[src/rtl/fifo_uart_tx.sv]
// Drains a byte FIFO over its read interface and serialises each byte as an 8N1 UART frame.
// Frame timing is measured from the edge that loads the byte, and consecutive frames are
// spaced 10 * ClksPerBit + 2 cycles apart.
module fifo_uart_tx #(
  parameter int unsigned ClksPerBit = 1085,
  parameter int unsigned DataWidth  = 8
) (
  input  logic                 clk_i,
  input  logic                 rst_ni,
  input  logic                 tx_en_i,
  input  logic                 fifo_empty_i,
  input  logic [DataWidth-1:0] fifo_dout_i,
  output logic                 fifo_rd_en_o,
  output logic                 serial_out_o,
  output logic                 busy_o
);

  localparam int unsigned BaudW = (ClksPerBit > 1) ? $clog2(ClksPerBit) : 1;
  localparam int unsigned BitW  = (DataWidth > 1) ? $clog2(DataWidth) : 1;
  localparam logic [BaudW-1:0] BaudLast = BaudW'(ClksPerBit - 1);
  localparam logic [BitW-1:0]  BitLast  = BitW'(DataWidth - 1);

  typedef enum logic [2:0] {
    StIdle,
    StLoad,
    StStart,
    StData,
    StStop
  } state_e;

  state_e               state_q;
  logic [BaudW-1:0]     baud_q;
  logic [BitW-1:0]      bit_q;
  logic [DataWidth-1:0] shift_q;
  logic                 serial_q;
  logic                 bit_end;

  assign bit_end = (baud_q == BaudLast);

  // Gated by reset as well, so the FIFO is never popped while this block is held in reset.
  assign fifo_rd_en_o = rst_ni & (state_q == StIdle) & tx_en_i & ~fifo_empty_i;
  assign serial_out_o = serial_q;
  assign busy_o       = (state_q != StIdle);

  always_ff @(posedge clk_i or negedge rst_ni) begin
    if (!rst_ni) begin
      state_q  <= StIdle;
      baud_q   <= '0;
      bit_q    <= '0;
      shift_q  <= '0;
      serial_q <= 1'b1;
    end else begin
      case (state_q)
        StIdle: begin
          serial_q <= 1'b1;
          if (fifo_rd_en_o) begin
            state_q <= StLoad;
          end
        end
        StLoad: begin
          shift_q  <= fifo_dout_i;
          serial_q <= 1'b0;
          baud_q   <= '0;
          bit_q    <= '0;
          state_q  <= StStart;
        end
        StStart: begin
          if (bit_end) begin
            baud_q   <= '0;
            serial_q <= shift_q[0];
            shift_q  <= shift_q >> 1;
            bit_q    <= '0;
            state_q  <= StData;
          end else begin
            baud_q <= baud_q + 1'b1;
          end
        end
        StData: begin
          if (bit_end) begin
            baud_q <= '0;
            if (bit_q == BitLast) begin
              serial_q <= 1'b1;
              state_q  <= StStop;
            end else begin
              serial_q <= shift_q[0];
              shift_q  <= shift_q >> 1;
              bit_q    <= bit_q + 1'b1;
            end
          end else begin
            baud_q <= baud_q + 1'b1;
          end
        end
        StStop: begin
          if (bit_end) begin
            baud_q  <= '0;
            bit_q   <= '0;
            state_q <= StIdle;
          end else begin
            baud_q <= baud_q + 1'b1;
          end
        end
        default: begin
          state_q  <= StIdle;
          serial_q <= 1'b1;
        end
      endcase
    end
  end

endmodule

[config.mk]
export PLATFORM = sky130hd
export DESIGN_NAME = fifo_uart_tx
export DESIGN_NICKNAME = d
export VERILOG_FILES = /design/src/rtl/fifo_uart_tx.sv
export SDC_FILE = /design/constraint.sdc
export NUM_CORES = 1
export LEC_CHECK = 0
export BUFFER_PORTS_ARGS = -buffer_cell sky130_fd_sc_hd__buf_2
export CAP_MARGIN = 15
export CELL_PAD_IN_SITES_DETAIL_PLACEMENT = 1
export CELL_PAD_IN_SITES_GLOBAL_PLACEMENT = 2
export CORE_MARGIN = 4
export CORE_UTILIZATION = 36
export DETAILED_ROUTE_END_ITERATION = 8
export PLACE_DENSITY = 0.82
export SETUP_SLACK_MARGIN = 0.05
export SYNTH_ARGS = -nofsm -noshare
export SYNTH_HDL_FRONTEND = slang
export SYNTH_SLANG_ARGS = --single-unit
[constraint.sdc]
create_clock -name clk_i -period 2.2 [get_ports clk_i]
set_input_delay 0.44 -clock clk_i [delete_from_list [all_inputs] [get_ports clk_i]]
set_output_delay 0.44 -clock clk_i [all_outputs]
set_load 0.01 [all_outputs]
# --- After elaboration in Yosys (flattened, before gate mapping) ---
# Cells that the tools add are included.
word_totals:
  register_bits: 26
  latch_bits: 0
  mem_bits_rw: 0
  mem_bits_ro: 0
  in_bits: 12
  out_inout_bits: 3
  elab_cells: 55
  memories: 0
classes:
  add_sub_neg: 2
  mul: 0
  div: 0
  n_lt_le_gt_ge: 0
  n_eq_ne: 13
  n_shift: 0
  n_mux: 19
  n_bitwise: 5
  n_reduce_logical: 11
ops:
  columns: ["cell", "count"]
  rows:
  - ["$mux 8", 3]
  - ["$pmux 8 s3", 1]
  - ["$pmux 11 s2", 1]
  - ["$mux 3", 7]
  - ["$pmux 3 s5", 1]
  - ["$ne 2x2->1 const B", 6]
  - ["$add 11x1->11 const B", 1]
  - ["$eq 11x11->1 const B", 1]
  - ["$mux 11", 1]
  - ["$pmux 3 s3", 1]
  - ["$reduce_bool 3->1", 3]
  - ["$reduce_and 4->1", 2]
  - ["$eq 3x2->1 const B", 2]
  - ["$eq 3x3->1 const B", 2]
  - ["$reduce_and 5->1", 1]
  - ["$pmux 1 s4", 1]
  - ["$add 3x1->3 const B", 1]
  - ["$and 1x1->1", 3]
  - ["$eq 3x1->1 const B", 1]
  - ["$logic_not 3->1", 1]
  - ["$mux 1", 3]
  - ["$reduce_and 3->1", 1]
  - ["$reduce_or 3->1", 1]
  - ["$ne 2x1->1 const B", 1]
  - ["other kinds (3)", 4]

# --- Logic depth before layout (Yosys ltp) ---
logic_depth:
  ltp_word: 6
  mapped_depth: 8
  ltp_nobuf: 6

# --- Least setup slack after synthesis ---
# No wires, ideal clock.
synth_timing:
  kind: "reg2reg"
  from: "register baud_q[0]"
  to: "register bit_q[0]"
  t_arrival_ns: 1.851
  t_required_ns: 2.075
  slack_ns: 0.224
  path_stages_with_launch: 8
  path_buffers: 1
  cell_sequence: "dfrtp_1 -> inv_1 -> ha_1 -> nand4_1 -> or4_4 -> buf_6 -> a211o_1 -> mux2_2"
synth_between:
  elab_chain_cells: 3
synth_lines:
  columns: ["item", "line_no", "text"]
  rows:
  - ["start: declaration", "32", "logic [BaudW-1:0] baud_q;"]
  - ["start signal: assignment", "75", "baud_q <= baud_q + 1'b1;"]
  - ["start signal: assignment", "90", "baud_q <= baud_q + 1'b1;"]
  - ["start signal: assignment", "99", "baud_q <= baud_q + 1'b1;"]
  - ["$eq 11x11->1 (*)", "38", "assign bit_end = (baud_q == BaudLast);"]
  - ["$ne 2x1->1 (no source line) / $ne 2x2->1 (equally long branches)", null, null]
  - ["$reduce_and 4->1 (no source line) (*)", null, null]
  - ["end signal: assignment", "87", "bit_q <= bit_q + 1'b1;"]
  - ["end: declaration", "33", "logic [BitW-1:0] bit_q;"]
# Mark *: on every way between the ends. The rest lies on a longest branch, timed or not.
# A chain may end at the register's enable or synchronous reset.

# --- Worst setup path in the final report ---
# Same ends and word-level chain as after synthesis.

==> results.json <==
{
  "dieArea_mm2": 0.00524,
  "cts-buffers-inserted": 3,
  "cts.sinks": 26,
  "die_h_um": 72.4,
  "hp-class": "in -> async",
  "crit_arrival_ns": 2.23,
  "cp-end-kind": "flop",
  "wire_per_inst_um": 17.2,
  "r2r_slack_ns": 0.15,
  "synthesis.nets": 175,
  "drive_gt1_frac": 0.261,
  "syn_area_per_cell_um2": 9.40,
  "synth_top_area_frac": 0.419,
  "place_congestion": 0.762,
  "worst_slew_pin_slew_ns": 0.410,
  "dp_hpwl_mm": 2.76,
  "postLayoutCellArea_mm2": 0.00174,
  "syn_to_final_growth_pct": 16.8,
  "min_period_ns": 2.05,
  "synth.largest_area_cell": "dfrtp_1",
  "startpoint_type": "flop",
  "grt_pass1_vias": 1364,
  "ys_types": 42,
  "yosysSeqAreaShare": 0.436,
  "antenna_cells": 0,
  "drt_first_iter_violations": 93,
  "grt_max_degree": 27,
  "post_dp_cell_area_mm2": 0.00162,
  "initial_core_util": 0.373,
  "nNetsFinal": 193,
  "grt_pass1_wl_mm": 6.47,
  "cts-htree-levels": 1,
  "p_leak_nw": 0.806,
  "via_per_inst": 5.77,
  "finalCritPeriodShare": 0.932,
  "grt_overflow": 0,
  "synthFlopType": "dfrtp_1",
  "syn_area_mm2": 0.00149,
  "antenna_left": 0,
  "status": "completed",
  "drc": 0,
  "synth-edff-count": 0,
  "synth_most_common_cell": "nand2_1",
  "slowest_delay_ns": 0.59,
  "worstPathRequired_ns": 2.38,
  "peakVddDrop_v": 0.000323,
  "chipWidth_um": 72.4,
  "hold_viol": 0,
  "finClkSkew_ns": 0.00354,
  "path_clk_slew_ns": 0.10,
  "core_mm2": 0.00400,
  "crit_chain": "inv_1, ha_1, nand4_1, or4_4, a211o_1, mux2_2",
  "cts_root_buffer": "clkbuf_8",
  "ys_async_sr_fraction": 1.00,
  "cp_slowest_cell": "or4_4",
  "setup-violations-final": 0,
  "ys_ff_latch": 26,
  "clock_path_buffers": 2,
  "fmax_mhz": 488,
  "pin_count": 15,
  "path_class": "reg -> reg",
  "antenna_found_initial": 0,
  "worst-path-buf-inv": 1,
  "rsz0062_at_grt": "no",
  "routed_wl_mm": 3.89,
  "portBuffers": 14,
  "vias": 1303,
  "clkLatencyLatePin_ns": 0.28,
  "ys_top_cells_by_area": "dfrtp_1 42%, mux2_2 6.8%, nand2_1 6.8%",
  "postCtsHoldBufs": 0,
  "final_max_slew_viol_count": 0,
  "timing.setup.tns_ns": 0,
  "rows": 23,
  "cpLargestDelayFamily": "simple AND/OR/NAND/NOR gates",
  "slew_headroom": 0.726,
  "grt.total_usage": 0.156,
  "synth_warnings": 0,
  "cts_tree": "yes",
  "crit_fanout": 11,
  "synthTopCellsByCount": "27 x nand2_1, 25 x dfrtp_1, 10 x a31oi_1, 10 x nand3_1, 9 x mux2_2",
  "drt_pass1_iterations": 4,
  "cap_violations": 0,
  "power_density_mw_per_mm2": 1000,
  "netlist_instances": 159,
  "power.total_mw": 1.75
}
[where the power goes]
group / leakage (nW) / internal (mW) / switching, mW
logic: 0.455 / 0.276 / 0.238
registers: 0.316 / 0.657 / 0.163
clock network: 0.0357 / 0.244 / 0.167
total: 0.806 / 1.18 / 0.568
[sequential cells by signal, summed over array words and instances, names as in the netlist]
name,flops
baud_q,11
shift_q,8
bit_q,3
state_q,3
serial_out_o,1
[layer usage]
layer	global-route usage	vias to the layer above	share of wire
li1	-	615	-
met1	0.207	666	0.47
met2	0.259	17	0.49
met3	0.0208	5	0.025
met4	0.0615	0	0.016
met5	0	-	0
[path summary, 6_finish.rpt]
| check | startpoint | endpoint | cells past startpoint |
|---|---|---|---|
| setup / recovery | baud_q[0] | bit_q[0] | 6 |
| hold / removal | rst_ni | bit_q[2] | 2 |
| setup reg to reg | baud_q[0] | bit_q[0] | 6 |
| hold reg to reg | shift_q[3] | shift_q[3] | 1 |
| max in group asynchronous | rst_ni | serial_out_o | 2 |
| min in group clk_i | fifo_dout_i[7] | shift_q[7] | 3 |
[metrics by stage]
step / hold slack, ns / utilization / cells / setup WS (ns)
floorplan: 0.144 / - / 159 / 0.224
global placement: 0.488 / 0.406 / 219 / 0.145
detailed placement: 0.497 / 0.406 / 219 / 0.0460
CTS: 0.214 / 0.424 / 223 / 0.0589
global route: 0.224 / 0.436 / 226 / 0.0616
finish: 0.211 / 0.436 / 226 / 0.150
[worst reg2reg max path, cell delays in order (launching register included)]
cell     delay [ns]
dfrtp_2        0.44
inv_1          0.07
ha_1           0.15
nand4_1        0.09
or4_4          0.59
a211o_1        0.33
mux2_2         0.27
[final cells by class]
type	instances	area [um2]
Clock inverter	1	30.0
Fill cell	463	2260
Clock buffer	3	41.3
Inverter	7	26.3
Tap cell	50	62.6
Multi-Input combinational cell	116	792
Sequential cell	26	654
Timing Repair Buffer	23	138
[cell families after synthesis]
family	count (synthesis)	share of synthesized area
buffers and inverters	18	0.0544
AO/OA/AOI/OAI	34	0.168
adder cells (fa/ha/maj)	4	0.0335
flip-flops	26	0.436
multiplexers	10	0.0745
AND/OR/NAND/NOR	67	0.234
[cells in the final DEF (no fill, tap or decap), types with 5 or more instances in the layout]
cell type  count
nand2_1       27
inv_1          7
a22o_1         5
dfrtp_1       23
nand3_1       10
buf_4          9
a31oi_1       10
mux2_2         9
nor2_1         6
buf_2         14
[what timing repair did]
item                       CTS  global route
pin swaps                    0             3
setup buffers                0             2
cloned                       0             1
setup endpoints to repair    7            12
gates resized for setup      1             4
Power figures use the tool's default switching activity.
